===== src/rtl/mvm_row_scheduler.sv =====
// ============================================================================
// mvm_row_scheduler: streams R weight rows through one S-wide dot-product
// unit and collects the per-row results. Optional macro: MVM_SCHED_BIAS_EN.
// Rev 1.0
// ============================================================================
`default_nettype none

module mvm_row_scheduler #(
  parameter int N = 8,
  parameter int S = 4,
  parameter int R = 4,
  localparam int AW = (R > 1) ? $clog2(R) : 1
) (
  input  logic            CLOCK_50,
  input  logic            reset_n,
  input  logic            start,
  input  logic [S*N-1:0]  u,
  input  logic [R*N-1:0]  bias,
  output logic            busy,
  output logic            done,
  output logic [R*N-1:0]  v_out,
  output logic            w_ren,
  output logic [AW-1:0]   w_addr,
  input  logic [S*N-1:0]  w_rdata,
  output logic [S*N-1:0]  mvm_w,
  output logic [S*N-1:0]  mvm_u,
  input  logic [N-1:0]    mvm_v
);

  localparam logic [1:0] ST_IDLE  = 2'd0;
  localparam logic [1:0] ST_ISSUE = 2'd1;
  localparam logic [1:0] ST_DRAIN = 2'd2;

  localparam logic [AW-1:0] LAST_ROW = AW'(R - 1);

  logic [1:0]     state_q, state_d;
  logic [AW-1:0]  addr_q, addr_d;
  logic           s1_vld_q, s2_vld_q;
  logic [AW-1:0]  s1_row_q, s2_row_q;
  logic [S*N-1:0] u_q;
  logic [R*N-1:0] v_out_q;
  logic           done_q;
  logic [N-1:0]   wr_val;

  // State register
  always_ff @(posedge CLOCK_50 or negedge reset_n) begin
    if (!reset_n) begin
      state_q <= ST_IDLE;
    end else begin
      state_q <= state_d;
    end
  end

  // Next-state logic; DRAIN ends once only the last row remains in stage 2
  always_comb begin
    state_d = state_q;
    case (state_q)
      ST_IDLE:  if (start) state_d = ST_ISSUE;
      ST_ISSUE: if (addr_q == LAST_ROW) state_d = ST_DRAIN;
      ST_DRAIN: if (s2_vld_q && !s1_vld_q) state_d = ST_IDLE;
      default:  state_d = ST_IDLE;
    endcase
  end

  // Output logic
  always_comb begin
    busy   = (state_q != ST_IDLE);
    w_ren  = (state_q == ST_ISSUE);
    done   = done_q;
    w_addr = addr_q;
  end

  always_comb begin
    addr_d = addr_q;
    if (state_q == ST_IDLE && start) begin
      addr_d = '0;
    end else if (state_q == ST_ISSUE && addr_q != LAST_ROW) begin
      addr_d = addr_q + 1'b1;
    end
  end

  assign mvm_w = w_rdata;
  assign mvm_u = u_q;
  assign v_out = v_out_q;

`ifdef MVM_SCHED_BIAS_EN
  logic [R*N-1:0] bias_q;
  logic [N:0]     bias_sum;

  always_ff @(posedge CLOCK_50 or negedge reset_n) begin
    if (!reset_n) begin
      bias_q <= '0;
    end else if (state_q == ST_IDLE && start) begin
      bias_q <= bias;
    end
  end

  assign bias_sum = {1'b0, mvm_v} + {1'b0, bias_q[s2_row_q*N +: N]};
  assign wr_val   = bias_sum[N] ? {N{1'b1}} : bias_sum[N-1:0];
`else
  logic unused_bias;
  assign unused_bias = ^bias;
  assign wr_val      = mvm_v;
`endif

  // Tag pipeline: stage 1 = row on w_rdata, stage 2 = row result on mvm_v
  always_ff @(posedge CLOCK_50 or negedge reset_n) begin
    if (!reset_n) begin
      addr_q   <= '0;
      s1_vld_q <= 1'b0;
      s1_row_q <= '0;
      s2_vld_q <= 1'b0;
      s2_row_q <= '0;
      u_q      <= '0;
      v_out_q  <= '0;
      done_q   <= 1'b0;
    end else begin
      addr_q   <= addr_d;
      s1_vld_q <= w_ren;
      s1_row_q <= addr_q;
      s2_vld_q <= s1_vld_q;
      s2_row_q <= s1_row_q;
      done_q   <= (state_q == ST_DRAIN) && (state_d == ST_IDLE);
      if (state_q == ST_IDLE && start) begin
        u_q <= u;
      end
      if (s2_vld_q) begin
        v_out_q[s2_row_q*N +: N] <= wr_val;
      end
    end
  end

endmodule

`default_nettype wire


===== config.mk =====
export PLATFORM = sky130hd
export DESIGN_NAME = mvm_row_scheduler
export DESIGN_NICKNAME = d
export VERILOG_FILES = /design/src/rtl/mvm_row_scheduler.sv
export SDC_FILE = /design/constraint.sdc
export NUM_CORES = 1
export LEC_CHECK = 0
export CAP_MARGIN = 15
export CORE_MARGIN = 2
export CORE_UTILIZATION = 32
export CTS_BUF_LIST = sky130_fd_sc_hd__clkbuf_8 sky130_fd_sc_hd__clkbuf_16
export DETAILED_ROUTE_END_ITERATION = 10
export PLACE_DENSITY = 0.77
export SLEW_MARGIN = 15
export SYNTH_ARGS = -nofsm -noshare
export SYNTH_HDL_FRONTEND = slang
export SYNTH_SLANG_ARGS = --single-unit

===== constraint.sdc =====
create_clock -name CLOCK_50 -period 1.5 [get_ports CLOCK_50]
set_input_delay 0.45 -clock CLOCK_50 [delete_from_list [all_inputs] [get_ports CLOCK_50]]
set_output_delay 0.45 -clock CLOCK_50 [all_outputs]
set_load 0.01 [all_outputs]

# --- After elaboration in Yosys (flattened, before gate mapping) ---
# Cells that the tools add are included.
totals:
  in_bits: 107
  reg_bits: 75
  wordCells: 33
  out_inout_bits: 101
classes:
  eq_ne: 4
  n_addsub: 2
  n_shift: 2
  n_reduce_logical: 9
  mux: 7
op_table:
  columns: ["op", "count"]
  rows:
  - ["$neg A5 Y34", 1]
  - ["$shift A8 B34 Y32 const A", 1]
  - ["$shiftx A8 B34 Y32", 1]
  - ["$bwmux W32", 1]
  - ["$mux W2", 5]
  - ["$pmux W2 S3", 1]
  - ["$eq A2 B2 Y1 const B", 2]
  - ["$logic_and A1 B1 Y1", 4]
  - ["$logic_not A2 Y1", 2]
  - ["$reduce_bool A2 Y1", 2]
  - ["$add A2 B1 Y2 const B", 1]
  - ["$eq A2 B1 Y1 const B", 1]
  - ["$ne A2 B2 Y1 const B", 1]
  - ["$logic_not A1 Y1", 1]

# --- Longest topological paths before layout ---
# Gate-level depths: netlist of the first run.
logic_depth:
  ltp_word: 6
  mapped_depth: 6
  mapped_depth_nobuf: 5

# --- Worst setup path before layout of the first run ---
# Ideal clock, no wire load.
synth_path:
  path_kind: "reg-to-reg"
  startpoint: "register s2_row_q[0]"
  endpoint: "register v_out_q[0] (netlist: v_out[0])"
  setup_ns: 0.067
  path_slack_ns: -0.042
  t_required_ns: 1.433
  arrival_ns: 1.475
  period_less_slack_ns: 1.542
  stages_incl_launch_ff: 5
  cell_sequence: "dfrtp_1 -> inv_1 -> ha_1 -> nor4b_4 -> a22o_1"
synth_between:
  elab_chain_len: 3
  word_cells_on_any_way: 4
  classes_between: "add/sub: 1; shift: 2; mux: 1"
synth_lines:
  columns: ["item", "line_no", "rtl"]
  rows:
  - ["from (decl)", "39", "logic [AW-1:0] s1_row_q, s2_row_q;"]
  - ["from (signal assigned)", "122", "s2_row_q <= s1_row_q;"]
  - ["$neg A5 Y34 (*)", "128", "v_out_q[s2_row_q*N +: N] <= wr_val;"]
  - ["$shiftx A8 B34 Y32 or $shift A8 B34 Y32 (tied branches)", "128", null]
  - ["$bwmux W32 (*)", "128", null]
  - ["to (signal, indexed assignment)", "128", null]
  - ["to (decl)", "41", "logic [R*N-1:0] v_out_q;"]
# Every way passes the cells marked *; elsewhere a longest branch is shown, timed or not.
# A chain may end at the register's enable or synchronous reset.

# --- Worst setup path in the final report of the first run ---
layout_path:
  startpoint: "register state_q[1]"
  endpoint: "register u_q[28] (netlist: mvm_u[28])"
layout_between:
  elab_chain_len: 2
layout_lines:
  columns: ["item", "line_no", "rtl"]
  rows:
  - ["from (decl)", "36", "logic [1:0] state_q, state_d;"]
  - ["from (signal assigned)", "50", "state_q <= state_d;"]
  - ["$logic_not A2 Y1", "124", "if (state_q == ST_IDLE && start) begin"]
  - ["$logic_and A1 B1 Y1", "124", null]
  - ["to (signal assigned)", "125", "u_q <= u;"]
  - ["to (decl)", "40", "logic [S*N-1:0] u_q;"]
# No other way between the ends.

==> out/results.md, run 1 <==
| Metric | Reported |
| --- | --- |
| Half-perimeter wire length after placement | 5.144 mm |
| Last weighted congestion value of the routability-driven placer | 0.7496 |
| Post-route DRC | 0 |
| Critical Path Fanout Max | 5 |
| Total of flip-flops plus latches after synthesis | 75 |
| Leakage power | 2.264 nW |
| Number of different library cells in the post-synthesis netlist | 21 |
| Launch instance of the worst register-to-register path | state_q[1] |
| Most used flip-flop cell after synthesis | sky130_fd_sc_hd__dfrtp_1 |
| WL final | 7.428 mm |
| Pre-CTS WS | -427.6 ps |
| Hold violation count in the final report | 0 |
| DR WL/cell | 16.33 µm |
| Status | finished with violations |
| Library cell appearing most often on the critical path | sky130_fd_sc_hd__buf_6 |
| Worst Hold Class | primary input to async pin |
| Number of antenna-violating nets in the routed design | 0 |
| Vias in the first global route | 2266 |
| Layout cell share with drive strength beyond 1 | 29.75% |
| Register-to-Register Path Depth | 6 |
| Pin count of the biggest net entering global routing | 33 |
| Level count of the clock H-tree | 3 |
| Reg2Reg Setup Slack | -110 ps |
| Relative max-transition margin | 75.23% |
| Area grow syn2layout | 55.61% |
| Per-instance average area after synthesis | 14.87 µm² |
| Total die area | 10370 µm² |
| Setup slack of the critical path after layout | -112.9 ps |
| Via density | 4.613 |
| Boundary pin count | 208 |
| Highest-count cells in the layout ignoring fill and taps | sky130_fd_sc_hd__dfrtp_1, sky130_fd_sc_hd__clkdlybuf4s15_1, sky130_fd_sc_hd__clkdlybuf4s50_1, sky130_fd_sc_hd__mux2_4, sky130_fd_sc_hd__a22o_1 |
| Clock Pin Slew Worst Setup and Hold Paths | 80 ps |
| Number of flops mapped to enable cells by yosys | 0 |
| Final min period | 1613 ps |
| # Max-Cap Violations | 0 |
| First drt pass iteration count | 4 |
| Final Instance Area | 4768 µm² |
| Initial standard-cell utilization of the core | 33.01% |
| Endpoint of the worst setup timing path | mvm_u[28] |
| Number of buffer cells added on primary ports | 111 |
| Power density over the cells | 2135 nW/µm² |
| Share of the clock period used by the worst path after layout | 107.5% |
| Chip Height | 101.9 µm |
| CP Launch Type | flip-flop |
| Inserted Clock Buffers | 9 |
| Initial antenna violation count | 0 |
| Reg-to-reg endpoint | mvm_u[28] |
| Worst Path Class, Setup | flip-flop to flip-flop |
| Area of the mapped netlist | 3064 µm² |
| Total gr overflow | 0 |
| Fraction of registers with async set/reset | 100.0% |
| Clock tree root driver cell | sky130_fd_sc_hd__clkbuf_8 |
| Series of cell instances along the critical path | buf_6 > nor3b_4 > buf_6 > buf_6 > buf_6 > mux2_4 |
| Worst EP arrival | 1840 ps |
| Final-layout worst hold slack | 20.91 ps |
| Placed inst area | 4193 µm² |
| Failing checks | setup timing |
| Core area | 9284 µm² |
| Critical path capture point type | flip-flop |
| Via count of the routed design | 2099 |
| Number of hold buffers added after cts | 0 |
| Number of diodes added for antenna fixing | 0 |
| RSZ-0062 raised after global routing | true |
| Slew Viols, Final | 0 |
| Clock sinks | 75 |
| Max stage delay on crit path | 430 ps |
| Part of the Yosys area used for sequential elements | 61.25% |
| Source of the critical timing path | state_q[1] |
| CTS tree | done |
| Highest clock rate | 0.6200 GHz |
| Final layout net count | 435 |
| Final clock skew | 6.528 ps |
| Number of violations reported at the end of detailed-routing iteration 0 | 35 |
| Cell Rows | 35 |
| IR Drop Worst-Case VDD | 0.001091 V |
| Slew of the pin with the lowest slew margin | 371.6 ps |
| Worst Path Required | 1730 ps |
| Post-synthesis net count | 319 |
| Die W | 101.9 µm |
| Most frequent standard cell in the layout excluding fill and tap cells | sky130_fd_sc_hd__dfrtp_1 |
| Critical-path top delay cell | sky130_fd_sc_hd__dfrtp_1 |
| Cell count after synthesis | 206 |
| Source-to-sink clock delay at the later pin of the worst-skew pair | 340 ps |
| Synth Warn # | 0 |
| Final setup violation count | 34 |
| First-pass GRT wire length | 11.40 mm |
| Global-route usage over all layers | 14.41% |
| Maximum count of clock buffers along a single path | 2 |
-- through the flow --
step                      setup TNS [ps]  total power (W)  utilization (%)  cells
after floorplan                        0         0.005484                -    206
after global placement            -12000         0.007700            45.16    421
after detailed placement          -13160         0.007857            45.16    421
after CTS                          -2883         0.009591            48.72    446
after global routing               -4063          0.01078            51.36    455
final                              -2032          0.01018            51.36    455
-- how the worst min path moves through the flow --
stage	cells past startpoint	endpoint	startpoint	slack [ps]
2_1_floorplan	0	done	reset_n	150
3_3_place_gp	0	s2_row_q[0]	s1_row_q[0]	340
3_5_place_dp	0	s2_row_q[1]	s1_row_q[1]	350
4_1_cts	1	mvm_u[21]	reset_n	10
5_1_grt	1	v_out[5]	reset_n	20
6_report	1	v_out[5]	reset_n	20
-- power breakdown --
part / internal (W) / switching, W / leakage (nW)
logic: 0.00294 / 0.00186 / 1.19
clock network: 0.00114 / 0.000722 / 0.124
registers: 0.00295 / 0.000568 / 0.951
-- area by class of cell --
cell class                      instances  area, µm²
Clock buffer                           10      137.6
Inverter                                3      11.26
Multi-Input combinational cell         90       1054
Clock inverter                          5      102.6
Tap cell                              129      161.4
Timing Repair Buffer                  143       1425
Sequential cell                        75       1877
Fill cell                             805       4516
-- sequential cells by signal, summed over array words and instances, names as in the netlist --
name      cells
mvm_u        32
v_out        32
s1_row_q      2
s2_row_q      2
state_q       2
w_addr        2
done          1
s1_vld_q      1
s2_vld_q      1
-- logic make-up after synthesis --
| family | synth area share (%) |
|---|---|
| compound gates | 9.718 |
| mux | 12.13 |
| flops | 61.25 |
| fa+ha+maj | 2.450 |
| simple gates | 4.655 |
| buf+inv | 9.800 |
-- critical path: cells and delay by family, from the launching register on --
| family | cells | cell delay, ps |
|---|---|---|
| AND/OR/NAND/NOR | 1 | 260 |
| buffers and inverters | 4 | 520 |
| multiplexers | 1 | 290 |
| flip-flops | 1 | 430 |
-- synthesized netlist by cell type, types with 2 or more instances --
cell,number,area (µm²)
sky130_fd_sc_hd__nor2b_1,3,18.77
sky130_fd_sc_hd__nor3b_1,2,15.01
sky130_fd_sc_hd__inv_1,3,11.26
sky130_fd_sc_hd__buf_2,3,15.01
sky130_fd_sc_hd__mux2_1,3,33.78
sky130_fd_sc_hd__mux2_2,30,337.8
sky130_fd_sc_hd__buf_4,32,240.2
sky130_fd_sc_hd__and4_1,2,17.52
sky130_fd_sc_hd__ha_1,6,75.07
sky130_fd_sc_hd__buf_6,3,33.78
sky130_fd_sc_hd__nand2_1,3,11.26
sky130_fd_sc_hd__dfrtp_1,75,1877
sky130_fd_sc_hd__a22o_1,33,289.0
-- timing repair --
item	in CTS	in global routing
endpoints found under the setup margin	109	112
gates resized for setup	95	92
pin swaps	1	2
cloned	3	0
buffers inserted	7	10
-- metal layers --
metal	share of wire (%)	GRT usage [%]	vias up	wire (µm)
met1	41	16.94	1033	3025
li1	-	-	940	-
met5	0	0	-	0
met3	11	7.182	11	852
met2	47	22.67	115	3463
met4	1.2	5.641	0	87
(Power assumes the default switching activity.)
==> inputs of run 2 (changes only) <==
- CTS_CLUSTER_SIZE: default -> 12
==> results of run 2 <==
The final DEF is identical to that of run 1; final timing and power are the same.
